$ cat config.mk
export PLATFORM = sky130hd
export DESIGN_NAME = hazard_ctrl
export DESIGN_NICKNAME = d
export VERILOG_FILES = /design/src/rtl/hazard_pkg.sv /design/src/rtl/hazard_ctrl_load_use_detect.sv /design/src/rtl/hazard_ctrl.sv
export SDC_FILE = /design/constraint.sdc
export NUM_CORES = 1
export LEC_CHECK = 0
export ABC_CLOCK_PERIOD_IN_PS = 3000
export BUFFER_PORTS_ARGS = -buffer_cell sky130_fd_sc_hd__buf_2
export CORE_ASPECT_RATIO = 1.75
export CORE_MARGIN = 2
export CORE_UTILIZATION = 45
export CTS_CLUSTER_DIAMETER = 150
export DETAILED_ROUTE_END_ITERATION = 16
export PLACE_DENSITY = 0.71
export SYNTH_ARGS = -nofsm -noshare
export SYNTH_HDL_FRONTEND = slang
export SYNTH_HIERARCHICAL = 1
export SYNTH_SLANG_ARGS = --single-unit
$ cat constraint.sdc
create_clock -name clk -period 3 [get_ports clk]
set_input_delay 0.6 -clock clk [delete_from_list [all_inputs] [get_ports clk]]
set_output_delay 0.6 -clock clk [all_outputs]
set_load 0.01 [all_outputs]
$ cat src/rtl/hazard_pkg.sv
// Shared decode constants and FSM encoding for the hazard/multi-cycle controller.
package hazard_pkg;

  localparam logic [5:0] OP_LW    = 6'b000101;
  localparam logic [5:0] OP_SW    = 6'b000110;
  localparam logic [5:0] OP_RTYPE = 6'b000100;

  localparam logic [5:0] FN_ADD = 6'b100000;
  localparam logic [5:0] FN_SUB = 6'b100010;
  localparam logic [5:0] FN_MUL = 6'b110010;
  localparam logic [5:0] FN_AND = 6'b100100;
  localparam logic [5:0] FN_OR  = 6'b100101;

  localparam logic [31:0] NOP = 32'b0;

  typedef enum logic [1:0] {
    RUN       = 2'd0,
    MUL_ISSUE = 2'd1,
    MUL_WAIT  = 2'd2
  } state_t;

endpackage

$ cat src/rtl/hazard_ctrl_load_use_detect.sv
// Combinational load-use detector: flags when the instruction in EX is a load
// whose destination (rt, nonzero) is read by the instruction in ID.
module load_use_detect
  import hazard_pkg::*;
(
  input  logic [31:0] ex_instr,
  input  logic [31:0] id_instr,
  output logic        hazard
);

  logic [5:0] id_op;
  logic [4:0] id_rs;
  logic [4:0] id_rt;
  logic [4:0] ex_rt;
  logic       id_reads_rs;
  logic       id_reads_rt;
  logic       ex_is_load;
  logic       unused_fields;

  assign id_op = id_instr[31:26];
  assign id_rs = id_instr[25:21];
  assign id_rt = id_instr[20:16];
  assign ex_rt = ex_instr[20:16];

  // Unknown opcodes behave as NOPs and read no registers.
  assign id_reads_rs = (id_op == OP_LW) || (id_op == OP_SW) || (id_op == OP_RTYPE);
  assign id_reads_rt = (id_op == OP_SW) || (id_op == OP_RTYPE);
  assign ex_is_load  = (ex_instr[31:26] == OP_LW) && (ex_rt != 5'd0);

  // Register 0 never hazards because ex_is_load already excludes rt == 0.
  always_comb begin
    hazard = ex_is_load &&
             ((id_reads_rs && (id_rs == ex_rt)) || (id_reads_rt && (id_rt == ex_rt)));
  end

  assign unused_fields = ^{ex_instr[25:21], ex_instr[15:0], id_instr[15:0]};

endmodule

$ cat src/rtl/hazard_ctrl.sv
// Pipeline hazard and multi-cycle MUL controller.
// Optional MUL timeout is built when HAZARD_MUL_TIMEOUT_EN is defined.
//
// Multiplier handshake: mul_start is a single-cycle pulse in MUL_ISSUE;
// mul_done is sampled only in MUL_WAIT, where either a one-cycle pulse or a
// held level ends the wait on the first cycle it is seen high.
module hazard_ctrl
  import hazard_pkg::*;
#(
  parameter int MUL_TIMEOUT = 64
) (
  input  logic        clk,
  input  logic        rst,
  input  logic [31:0] id_instr,
  input  logic        mul_done,
  output logic        pc_en,
  output logic        ifid_en,
  output logic        idex_en,
  output logic        idex_bubble,
  output logic        mul_start,
  output logic        busy,
  output logic        mul_err,
  output state_t      dbg_state
);

  if (MUL_TIMEOUT < 2) begin : g_timeout_check
    $error("MUL_TIMEOUT must be at least 2");
  end

  state_t      state;
  state_t      state_nx;
  logic [31:0] ex_instr;
  logic        hazard;
  logic        id_is_mul;
  logic        timeout;

  load_use_detect u_load_use_detect (
    .ex_instr (ex_instr),
    .id_instr (id_instr),
    .hazard   (hazard)
  );

  assign id_is_mul = (id_instr[31:26] == OP_RTYPE) && (id_instr[5:0] == FN_MUL);
  assign busy      = (state != RUN);
  assign dbg_state = state;

`ifdef HAZARD_MUL_TIMEOUT_EN
  localparam int CW = $clog2(MUL_TIMEOUT + 1);

  logic [CW-1:0] wait_cnt;
  logic          err_q;

  // Timeout fires in the MUL_TIMEOUT-th wait cycle; mul_done takes precedence.
  assign timeout = (state == MUL_WAIT) && (wait_cnt == CW'(MUL_TIMEOUT - 1));
  assign mul_err = err_q;

  // Wait-cycle counter, cleared on issue; error flag marks the first RUN cycle after a timeout.
  always_ff @(posedge clk) begin
    if (rst) begin
      wait_cnt <= '0;
      err_q    <= 1'b0;
    end else begin
      if (state == MUL_ISSUE) begin
        wait_cnt <= '0;
      end else if (state == MUL_WAIT) begin
        wait_cnt <= wait_cnt + CW'(1);
      end
      err_q <= timeout && !mul_done;
    end
  end
`else
  assign timeout = 1'b0;
  assign mul_err = 1'b0;
`endif

  // State register and EX-stage instruction tracker.
  always_ff @(posedge clk) begin
    if (rst) begin
      state    <= RUN;
      ex_instr <= NOP;
    end else begin
      state <= state_nx;
      if (idex_en) begin
        ex_instr <= idex_bubble ? NOP : id_instr;
      end
    end
  end

  // Next-state and enable decode; the RUN stall is Mealy on the hazard flag.
  always_comb begin
    state_nx    = state;
    pc_en       = 1'b1;
    ifid_en     = 1'b1;
    idex_en     = 1'b1;
    idex_bubble = 1'b0;
    mul_start   = 1'b0;
    case (state)
      RUN: begin
        if (hazard) begin
          pc_en       = 1'b0;
          ifid_en     = 1'b0;
          idex_bubble = 1'b1;
        end else if (id_is_mul) begin
          state_nx = MUL_ISSUE;
        end
      end
      MUL_ISSUE: begin
        pc_en     = 1'b0;
        ifid_en   = 1'b0;
        idex_en   = 1'b0;
        mul_start = 1'b1;
        state_nx  = MUL_WAIT;
      end
      MUL_WAIT: begin
        pc_en   = 1'b0;
        ifid_en = 1'b0;
        idex_en = 1'b0;
        if (mul_done || timeout) begin
          state_nx = RUN;
        end
      end
      default: state_nx = RUN;
    endcase
  end

endmodule

==> results of run 1 <==
routing by layer:
metal | GRT usage | wire length [um] | up-vias
met1 | 0.2041 | 711 | 356
met4 | 0.1111 | 24 | 0
li1 | - | - | 393
met2 | 0.3546 | 956 | 33
met5 | 0 | 0 | -
met3 | 0.02166 | 114 | 4
flip-flops by register name, indices dropped and copies added, names as in the netlist:
| name | flops |
|---|---|
| ex_instr | 11 |
| dbg_state | 2 |
tightest hold or removal path, stage by stage, from the launching register on:
cell	delay, ps
sky130_fd_sc_hd__dfxtp_1	310
sky130_fd_sc_hd__nand2_1	60
sky130_fd_sc_hd__a21oi_1	50
layout make-up:
type                            count  area, sq um
Fill cell                         168        764.5
Tap cell                           22        27.53
Sequential cell                    13        260.3
Multi-Input combinational cell     74        486.7
Clock buffer                        4        26.28
Inverter                            5        18.77
Timing Repair Buffer               33        167.7
placed cells by master, fill, tap and decap left out, types with 3 or more instances in the layout:
master / n
sky130_fd_sc_hd__xnor2_1: 6
sky130_fd_sc_hd__a21oi_1: 12
sky130_fd_sc_hd__nand2_1: 12
sky130_fd_sc_hd__nor3_1: 3
sky130_fd_sc_hd__dfxtp_1: 13
sky130_fd_sc_hd__nand3_1: 13
sky130_fd_sc_hd__xor2_1: 4
sky130_fd_sc_hd__ha_1: 4
sky130_fd_sc_hd__inv_1: 4
sky130_fd_sc_hd__buf_2: 32
sky130_fd_sc_hd__nand2b_1: 4
sky130_fd_sc_hd__clkbuf_4: 3
through the flow:
| stage | instance area [sq um] | hold WS (ps) | util | instances | setup WS, ps |
|---|---|---|---|---|---|
| finish | 987.2 | 460.6 | 0.5636 | 151 | 285.7 |
| global route | 987.2 | 487.3 | 0.5636 | 151 | 165.2 |
| CTS | 987.2 | 467.1 | 0.5636 | 151 | 277.0 |
| detailed placement | 960.9 | 455.2 | 0.5486 | 147 | 286.6 |
| global placement | 960.9 | 447.9 | 0.5486 | 147 | 313.7 |
| floorplan | 838.3 | 435.4 | - | 107 | 359.4 |
power groups by stage:
stage               registers, mW  logic (mW)  clock network [mW]
global placement            0.192      0.0585                   0
global route                0.189      0.0673               0.123
finish                      0.188      0.0602               0.110
detailed placement          0.192      0.0604                   0
floorplan                   0.191      0.0366                   0
CTS                         0.188      0.0607               0.111
how the worst min path moves through the flow:
| stage | startpoint | endpoint | slack [ps] | depth (start not counted) |
|---|---|---|---|---|
| after floorplan | ex_instr[26] | ex_instr[26] | 440 | 2 |
| after global placement | ex_instr[28] | ex_instr[28] | 450 | 2 |
| after detailed placement | ex_instr[29] | ex_instr[29] | 460 | 2 |
| after CTS | ex_instr[29] | ex_instr[29] | 470 | 2 |
| after global routing | ex_instr[29] | ex_instr[29] | 490 | 2 |
| final | ex_instr[28] | ex_instr[28] | 460 | 2 |
==> results, run 1 <==
- Of the total power, the clock network draws 0.307.
- The worst hold path belongs to the class reg -> reg.
- The starting density of the core is 0.4786.
- In this run the worst setup path begins at id_instr[19].
- The post-route total power is 0.3577 mW.
- The count of endpoints failing setup in the final report is 0.
- Setup repair after global routing left no endpoint under its margin.
- The critical path arrival is 2110 ps.
- The maximum root-to-sink buffer count is 2.
- The pin count of the biggest net entering global routing is 16.
- The clock net sink count is 13.
- The final total negative setup slack is 0 ps.
- The number of antenna violations at the first check in global routing is 0.
- The critical path goes through buf_2 -> xnor2_1 -> nand4_1 -> or3_1 -> a221oi_2 -> nand2_1 -> inv_1 -> a21oi_1 -> buf_2.
- The via count of the first global-routing pass was 748.
- The period utilization is 0.9048.
- The critical setup path kind is in -> out.
- The average routed wire per standard cell is 11.97 um.
- The number of antenna diodes in the final layout is 0.
- The worst register-to-register path ends at ex_instr[30].
- The clock root buffer is sky130_fd_sc_hd__clkbuf_4.
- In the final layout, the share of cells above drive strength 1 is 0.3178.
- The worst path needs 2714 ps of the cycle, external delays included.
- The count of antenna-violating nets left after detailed routing is 0.
- The routed layout has 786 vias.
- In this run the power spent charging and discharging nets is 0.09406 mW.
- The number of top-level pins is 44.
- For the worst setup path, the data required time is 2400 ps.
- After the first detailed-routing iteration, the DRC count stood at 17.
- The share of total power dissipated in combinational logic is 0.168.
- Of all nets on the critical path, the largest fanout is 2.
- In the global route stage, overall resource usage came out at 0.1912.
- The count of buffers added by post-CTS timing repair for setup is 0.
- The most numerous cell type found on the critical path is sky130_fd_sc_hd__buf_2.
- For this run the aggregate overflow at the end of global routing stands at 0.
- The overall die area is 2238 sq um.
- The achievable frequency is 368.4 MHz.
- The mean area per synthesized cell is 7.835 sq um.
- The internal portion of the total power is 0.2636 mW.
- The post-cts gate resize count is 0.
- The count of H-tree levels built during CTS is 1.
- The final-report max-slew violation count was 0.
- The net count of the finished layout is 169.
- The leakage power summed over all cells is 0.4352 nW.
- The area growth from synthesis to layout is 17.76%.
- The vertical die dimension is 61.10 um.
- The first global-routing pass estimated 3.111 mm of wire.
- The hold buffer count at CTS is 0.
- For this run, the slowest stage of the critical path takes 370 ps.
- The number of placement rows is 20.
- The summed instance area of the synthesized netlist is 838.3 sq um.
- The depth of the worst register-to-register path is 8.
- The largest vdd supply drop is 253.1 uV.
- During placement, the flow inserted port buffers numbering 32.
- Wires add up to 1.807 mm.
- The final count of hold timing violations is 0.
- Across the routed clock network, the largest skew measured is 0.6166 ps.
- The floorplan step defined a core boundary enclosing 1752 sq um.
- Dividing the detail-routed via count by the number of cells gives 5.205.
- The width of the chip is 36.63 um.
- The later-pin clock latency in the skew report is 280 ps.
- The first detailed-routing pass took 3 iterations.
- The element type at the critical path end is an output pin.
- The buffers plus inverters on the worst setup path is 3.
- The number of clock buffers inserted by TritonCTS is 3.
- Routability-driven placement finished with a final weighted congestion of 0.7476.
- The family of cells with the greatest summed delay on the critical path is simple AND/OR/NAND/NOR gates.
- The post-synthesis net count is 146.
- The launch point of the worst reg-to-reg path is ex_instr[19].
- The Yosys step of the flow raised 6 warnings.
- The share of total power consumed by net switching is 0.2630.
- The tool flagged a number of max-cap violations equal to 0.
- The fraction of power consumed by sequential logic is 0.525.
- Synthesis produced a netlist whose cell count is 107.
- The slack of the worst reg-to-reg path is 1040 ps.
- The post-DP HPWL is 1.396 mm.
- The total number of cells along the worst setup path is 9.
- The remaining routing DRC violations is 0.
- The clock-pin transition on the worst setup and hold timing paths is 80 ps.
- The clock tree from TritonCTS is yes.
- STA classifies the critical path startpoint as a primary input.
- The slowest stage of the critical path belongs to the cell sky130_fd_sc_hd__or3_1.
- The power per cell area is 362.3 nW/um^2.
- In this run the worst setup path terminates at pc_en.
- The flow ran to the end, and the final reports show no timing, DRC or antenna violations.
Power figures use the tool's default switching activity.
==> run 2, diff against run 1 <==
--- a/config.mk
+++ b/config.mk
@@ -13,6 +13,7 @@
 export CTS_CLUSTER_DIAMETER = 150
 export DETAILED_ROUTE_END_ITERATION = 16
 export PLACE_DENSITY = 0.71
+export RECOVER_POWER = 100
 export SYNTH_ARGS = -nofsm -noshare
 export SYNTH_HDL_FRONTEND = slang
 export SYNTH_HIERARCHICAL = 1
==> run 2 against run 1 <==
Against the previous run: sequential power about the same; cell count did not move; total power shrank 0.48%; clock power about the same; clock skew increased by 3.4 ps; setup slack gained 17 ps; via count grew 1.5%; fmax up 0.65%; die area unchanged; sequential share of layout area up 0.48 points; non-clock buffer count did not move; critical endpoint unchanged; largest power group unchanged.
==> results, run 2 (synthesis gave the netlist of run 1 again) <==
- Result of the run: complete, no violations (unchanged).
- The fill cell instance count of the final layout is 171 (was 168).
- The leakage power summed over all cells is 0.4050 nW (was 0.4352 nW).
- The length of the first detailed-routing pass in iterations is 4 (was 3).
- The area growth from synthesis to final layout is 15.67% (was 17.76%).
- The slack of the worst reg-to-reg path is 910 ps (was 1040 ps).
- The count of antenna-violating nets left after detailed routing was 0 (unchanged).
- The wire length on met3 is 126 um (was 114 um).
- Setup repair after global routing missed its margin: false (unchanged).
- The pin count of the biggest net entering global routing is 16 (unchanged).
- The number of buffers added on ports was 32 (unchanged).
- The routed metal-1 wirelength is 691 um (was 711 um).
- The clock net sink count is 13 (unchanged).
- The worst hold path cell count is 2 (unchanged).
- The post-route total power is 0.3560 mW (was 0.3577 mW).
- The first-iteration detailed-routing DRC count came to 25 (was 17).
- The element type at the critical path end is an output pin (unchanged).
- The overall routing resource usage is 0.1912 (unchanged).
- The most common cell after layout, fill and taps aside is sky130_fd_sc_hd__buf_2 (unchanged).
- The critical path arrival is 2100 ps (was 2110 ps).
- The period utilization is 0.8990 (was 0.9048).
- The total wire length after detailed routing was 1.805 mm (was 1.807 mm).
- The number of clock buffers inserted by TritonCTS came to 3 (unchanged).
- The number of flip-flops under the largest register name is 11 (unchanged).
- The number of placement rows is 20 (unchanged).
- The final count of hold timing violations is 0 (unchanged).
- The net count of the finished layout is 169 (unchanged).
- The width of the chip is 36.63 um (unchanged).
- The post-DP HPWL is 1.396 mm (unchanged).
- The later-pin clock latency in the skew report is 280 ps (about the same).
- The count of H-tree levels built during CTS came to 1 (unchanged).
- The post-layout utilization of the core is 0.5536 (was 0.5636).
- The sum of met2 wire segment lengths after detailed routing is 963 um (was 956 um).
- The number of top-level pins is 44 (unchanged).
- The average vias per placed instance is 5.285 (was 5.205).
- The class of the tightest hold or removal check is reg -> reg (unchanged).
- The hold buffer count at CTS is 0 (unchanged).
- The starting density of the core is 0.4786 (unchanged).
- The area taken by flip-flops and latches is 260.3 sq um (unchanged).
- The weighted congestion reported at the end of routability-driven placement came to 0.7476 (unchanged).
- The final setup skew is 4.046 ps (was 0.6166 ps).
- The post-cts gate resize count is 0 (unchanged).
- The number of antenna violations at the first check in global routing is 0 (unchanged).
- The via count of the first global-routing pass came to 748 (unchanged).
- The clock root buffer is sky130_fd_sc_hd__clkbuf_4 (unchanged).
- The vertical die dimension came to 61.10 um (unchanged).
- The depth of the worst register-to-register path came to 8 (unchanged).
- The clock tree from TritonCTS is yes (unchanged).
- The number of diodes is 0 (unchanged).
- The wire length of the first global-routing pass is 3.111 mm (unchanged).
- The maximum root-to-sink buffer count was 2 (unchanged).
- The number of max-capacitance violations reported is 0 (unchanged).
- The achievable frequency is 370.8 MHz (was 368.4 MHz).
- The count of endpoints failing setup in the final report is 0 (unchanged).
- The remaining routing DRC violations was 0 (unchanged).
- The average routed wire per standard cell is 11.95 um (was 11.97 um).
- The power per cell area came to 367.1 nW/um^2 (was 362.3 nW/um^2).
- The largest vdd supply drop came to 252.0 uV (was 253.1 uV).
- The final critical-path required period is 2697 ps (was 2714 ps).
- The count of buffers added by post-CTS timing repair for setup was 0 (unchanged).
- The highest fanout seen on the critical path is 2 (unchanged).
- The kind of start point of the critical path is a primary input (unchanged).
- The register bank with the most flops is ex_instr (unchanged).
- The count of vias placed by the detailed router is 798 (was 786).
- The total grt overflow is 0 (unchanged).
- The fraction of layout instances using a drive strength above 1 is 0.2326 (was 0.3178).
- The critical setup path kind is in -> out (unchanged).
- The top routing layer in use was met4 (unchanged).
- The placeable core area was 1752 sq um (unchanged).
- The final-report max-slew violation count is 0 (unchanged).
- The area of combinational cells with multiple inputs was 483.0 sq um (was 486.7 sq um).
- The worst path required time is 2400 ps (about the same).
- The clock-pin transition on the worst setup and hold timing paths was 70 ps (was 80 ps).
- The worst hold margin is 460.2 ps (was 460.6 ps).
- The overall die area was 2238 sq um (unchanged).
- The final total negative setup slack was 0 ps (unchanged).
- Highest-count cells in the layout ignoring fill and taps: sky130_fd_sc_hd__buf_2 (24), sky130_fd_sc_hd__a21oi_1 (13), sky130_fd_sc_hd__nand3_1 (13), sky130_fd_sc_hd__dfxtp_1 (13), sky130_fd_sc_hd__nand2_1 (12) (was sky130_fd_sc_hd__buf_2 (32), sky130_fd_sc_hd__nand3_1 (13), sky130_fd_sc_hd__dfxtp_1 (13), sky130_fd_sc_hd__nand2_1 (12), sky130_fd_sc_hd__a21oi_1 (12)).
-- run 2: cell count changes in the layout (fill, tap and decap cells not counted) --
cell	change
sky130_fd_sc_hd__a21oi_2	-1
sky130_fd_sc_hd__a21oi_1	+1
sky130_fd_sc_hd__buf_4	-1
sky130_fd_sc_hd__clkbuf_1	+9
sky130_fd_sc_hd__inv_1	+1
sky130_fd_sc_hd__buf_2	-8
sky130_fd_sc_hd__inv_2	-1
-- run 2: worst paths after layout --
check,from,endpoint
max reg2reg,ex_instr[19],ex_instr[30]
min,ex_instr[28],ex_instr[28]
min reg2reg,ex_instr[28],ex_instr[28]
max,id_instr[19],pc_en
-- run 2: layout make-up --
type	instances	area share
multi-input cells	74	0.4981
flip-flops and latches	13	0.2684
repair buffers	33	0.1587
well taps	22	0.02839
clock buffers	4	0.02710
inverters	5	0.01935
-- run 2: power breakdown --
part | total, mW | switching [mW] | internal [mW]
combinational | 0.0597 | 0.0290 | 0.0307
clock | 0.109 | 0.0570 | 0.0516
sequential | 0.188 | 0.00699 | 0.181
-- run 2: stage by stage --
stage / setup WS (ps) / instances / instance area (sq um)
final: 303.1 / 151 / 969.7
after global routing: 163.8 / 151 / 969.7
after CTS: 277.0 / 151 / 987.2
after detailed placement: 286.6 / 147 / 960.9
after global placement: 313.7 / 147 / 960.9
after floorplan: 359.4 / 107 / 838.3
-- run 2: metal layers --
layer | track usage | up-vias
li1 | - | 393
met1 | 0.2041 | 361
met2 | 0.3546 | 40
met3 | 0.02166 | 4
met4 | 0.1111 | 0
met5 | 0 | -
-- run 2: worst max-delay path, cell delays in order --
cell and delay [ps]:
sky130_fd_sc_hd__clkbuf_1 100, sky130_fd_sc_hd__xnor2_1 180, sky130_fd_sc_hd__nand4_1 110, sky130_fd_sc_hd__or3_1 370
sky130_fd_sc_hd__a221oi_2 330, sky130_fd_sc_hd__nand2_1 110, sky130_fd_sc_hd__inv_1 80, sky130_fd_sc_hd__a21oi_1 50
sky130_fd_sc_hd__clkbuf_1 160
==> run 3, diff against run 2 <==
--- a/config.mk
+++ b/config.mk
@@ -6,13 +6,12 @@
 export NUM_CORES = 1
 export LEC_CHECK = 0
 export ABC_CLOCK_PERIOD_IN_PS = 3000
-export BUFFER_PORTS_ARGS = -buffer_cell sky130_fd_sc_hd__buf_2
 export CORE_ASPECT_RATIO = 1.75
 export CORE_MARGIN = 2
 export CORE_UTILIZATION = 45
 export CTS_CLUSTER_DIAMETER = 150
 export DETAILED_ROUTE_END_ITERATION = 16
-export PLACE_DENSITY = 0.71
+export DONT_BUFFER_PORTS = 1
 export RECOVER_POWER = 100
 export SYNTH_ARGS = -nofsm -noshare
 export SYNTH_HDL_FRONTEND = slang
==> run 3 against run 2 <==
Against the previous run: register-to-register slack better by 90 ps; global-route usage shrank 2.5 points; total power down 7.8%; sequential cell count did not move; fmax increased by 5.5%; combinational power decreased by 41%; critical path depth down 2; clock-buffer cell count stayed put; sequential share of layout area rose by 5.0 points; die area is the same; critical path type is now reg -> out; setup slack improved by 140 ps; non-clock buffer count down 32.
==> results, run 3 (synthesis gave the netlist of run 1 again) <==
- The class of the tightest hold or removal check is in -> reg (was reg -> reg).
- The total wire length after detailed routing is 1.578 mm (was 1.805 mm).
- The achievable frequency is 391.3 MHz (was 370.8 MHz).
- The kind of start point of the critical path was a flip-flop (was primary input).
- The post-cts gate resize count is 0 (unchanged).
- The clock root buffer was sky130_fd_sc_hd__clkbuf_4 (unchanged).
- The final-report max-slew violation count is 0 (unchanged).
- The number of clock buffers inserted by TritonCTS is 3 (unchanged).
- The post-DP HPWL is 1.230 mm (was 1.396 mm).
- The later-pin clock latency in the skew report is 270 ps (was 280 ps).
- The leakage power summed over all cells was 0.3009 nW (was 0.4050 nW).
- The fraction of power consumed by sequential logic is 0.572 (was 0.527).
- The layer carrying the most global-route usage is met2 (unchanged).
- Cells traversed along the worst timing path: xnor2_1 -> nand4_1 -> or3_1 -> a221oi_2 -> nand2_1 -> inv_1 -> a21oi_1 (was clkbuf_1 -> xnor2_1 -> nand4_1 -> or3_1 -> a221oi_2 -> nand2_1 -> inv_1 -> a21oi_1 -> clkbuf_1).
- The count of antenna-violating nets left after detailed routing is 0 (unchanged).
- The average vias per placed instance is 5.462 (was 5.285).
- The count of vias placed by the detailed router is 650 (was 798).
- The minimum setup slack in the final design was 444.3 ps (was 303.1 ps).
- Setup repair after global routing missed its margin: false (unchanged).
- The final critical-path required period is 2556 ps (was 2697 ps).
- Highest-count cells in the layout ignoring fill and taps: sky130_fd_sc_hd__nand3_1 (13), sky130_fd_sc_hd__dfxtp_1 (13), sky130_fd_sc_hd__nand2_1 (12), sky130_fd_sc_hd__a21oi_1 (12), sky130_fd_sc_hd__xnor2_1 (6) (was sky130_fd_sc_hd__buf_2 (24), sky130_fd_sc_hd__a21oi_1 (13), sky130_fd_sc_hd__nand3_1 (13), sky130_fd_sc_hd__dfxtp_1 (13), sky130_fd_sc_hd__nand2_1 (12)).
- The power per cell area was 401.6 nW/um^2 (was 367.1 nW/um^2).
- The clock tree from TritonCTS is yes (unchanged).
- The length of the first detailed-routing pass in iterations is 4 (unchanged).
- The critical setup path kind is reg -> out (was in -> out).
- The placement-stage worst setup slack is 475.0 ps (was 286.6 ps).
- The number of top-level pins is 44 (unchanged).
- The fraction of layout instances using a drive strength above 1 is 0.06186 (was 0.2326).
- The average routed wire per standard cell is 13.26 um (was 11.95 um).
- The overall die area is 2238 sq um (unchanged).
- The area of combinational cells with multiple inputs is 480.5 sq um (was 483.0 sq um).
- The maximum root-to-sink buffer count was 2 (unchanged).
- The via count of the first global-routing pass is 698 (was 748).
- The final setup skew came to 1.517 ps (was 4.046 ps).
- The clock net sink count was 13 (unchanged).
- The number of buffers added on ports is 0 (was 32).
- The total grt overflow is 0 (unchanged).
- The met2 usage in global routing is 0.2755 (was 0.3546).
- The starting density of the core was 0.4786 (unchanged).
- The switching power is 0.07616 mW (was 0.09296 mW).
- The remaining routing DRC violations is 0 (unchanged).
- The internal power component is 0.2520 mW (was 0.2630 mW).
- The combinational power share is 0.107 (was 0.168).
- The first-iteration detailed-routing DRC count is 14 (was 25).
- Result of the run: complete, no violations (unchanged).
- The worst path required time is 2400 ps (about the same).
- The weighted congestion reported at the end of routability-driven placement is 0.7090 (was 0.7476).
- The number of max-capacitance violations reported is 0 (unchanged).
- The clock-pin transition on the worst setup and hold timing paths was 80 ps (was 70 ps).
- The number of placement rows is 20 (unchanged).
- The placeable core area is 1752 sq um (unchanged).
- The largest vdd supply drop is 190.1 uV (was 252.0 uV).
- The element type at the critical path end is an output pin (unchanged).
- The highest fanout seen on the critical path was 4 (was 2).
- The wire length of the first global-routing pass is 2.725 mm (was 3.111 mm).
- The count of endpoints failing setup in the final report is 0 (unchanged).
- The pin count of the biggest net entering global routing is 16 (unchanged).
- The met1 global-route usage came to 0.1927 (was 0.2041).
- The overall routing resource usage was 0.1664 (was 0.1912).
- The final total negative setup slack came to 0 ps (unchanged).
- The count of buffers added by post-CTS timing repair for setup was 0 (unchanged).
- The width of the chip was 36.63 um (unchanged).
- The family of cells with the greatest summed delay on the critical path is simple AND/OR/NAND/NOR gates (unchanged).
- The number of flip-flops under the largest register name is 11 (unchanged).
- The net count of the finished layout came to 137 (was 169).
- The worst stage delay on the critical path is 400 ps (was 370 ps).
- The final count of hold timing violations is 0 (unchanged).
- The share of total power consumed by net switching is 0.2321 (was 0.2611).
- The period utilization came to 0.8519 (was 0.8990).
- The fill cell instance count of the final layout is 189 (was 171).
- The register bank with the most flops is ex_instr (unchanged).
- The met3 demand-to-capacity share in global routing is 0.04332 (was 0.02166).
- The buffers plus inverters on the worst setup path is 1 (was 3).
- The area growth from synthesis to final layout is -2.537% (was 15.67%).
- The critical path arrival was 1960 ps (was 2100 ps).
- The slowest cell on the critical path is sky130_fd_sc_hd__dfxtp_1 (was sky130_fd_sc_hd__or3_1).
- The hold buffer count at CTS is 0 (unchanged).
- The number of diodes is 0 (unchanged).
- The count of H-tree levels built during CTS is 1 (unchanged).
- The vertical die dimension is 61.10 um (unchanged).
- The part of the total power dissipated in the clock network is 0.320 (was 0.305).
- The number of antenna violations at the first check in global routing is 0 (unchanged).
- The area taken by flip-flops and latches is 260.3 sq um (unchanged).
[run 3: worst paths after layout]
path         slack, ps          from           end  cells after the start
min                390           rst  ex_instr[18]                      1
min reg2reg        460  ex_instr[28]  ex_instr[28]                      2
max reg2reg       1000  ex_instr[20]  ex_instr[18]                      8
max                440  ex_instr[20]         pc_en                      7
[run 3: power groups by stage]
stage                     combinational [mW]  clock, mW  sequential (mW)
after detailed placement              0.0361          0            0.192
after global routing                  0.0398      0.116            0.189
final                                 0.0353      0.105            0.188
after global placement                0.0357          0            0.192
after CTS                             0.0363      0.109            0.188
after floorplan                       0.0366          0            0.191
[run 3: layout make-up]
cell class,count,share of cell area
timing repair buffer,1,0.004594
sequential,13,0.3185
multi-input combinational,74,0.5881
inverter,5,0.02297
clock buffer,4,0.03216
tap,22,0.03369
[run 3: routing by layer]
layer	part of all wire	vias up	wire, um
met4	0.011	0	17
met5	0	-	0
li1	-	330	-
met1	0.41	289	643
met2	0.48	29	761
met3	0.098	2	155
[run 3: through the flow]
stage	hold slack (ps)	total power, mW	utilization	cell area (sq um)	std cells
finish	388.2	0.3281	0.4664	817.0	119
global route	377.7	0.3446	0.4664	817.0	119
CTS	380.9	0.3338	0.4721	827.0	119
detailed placement	449.4	0.2282	0.4571	800.8	115
global placement	442.1	0.2276	0.4571	800.8	115
floorplan	435.4	0.2272	-	838.3	107
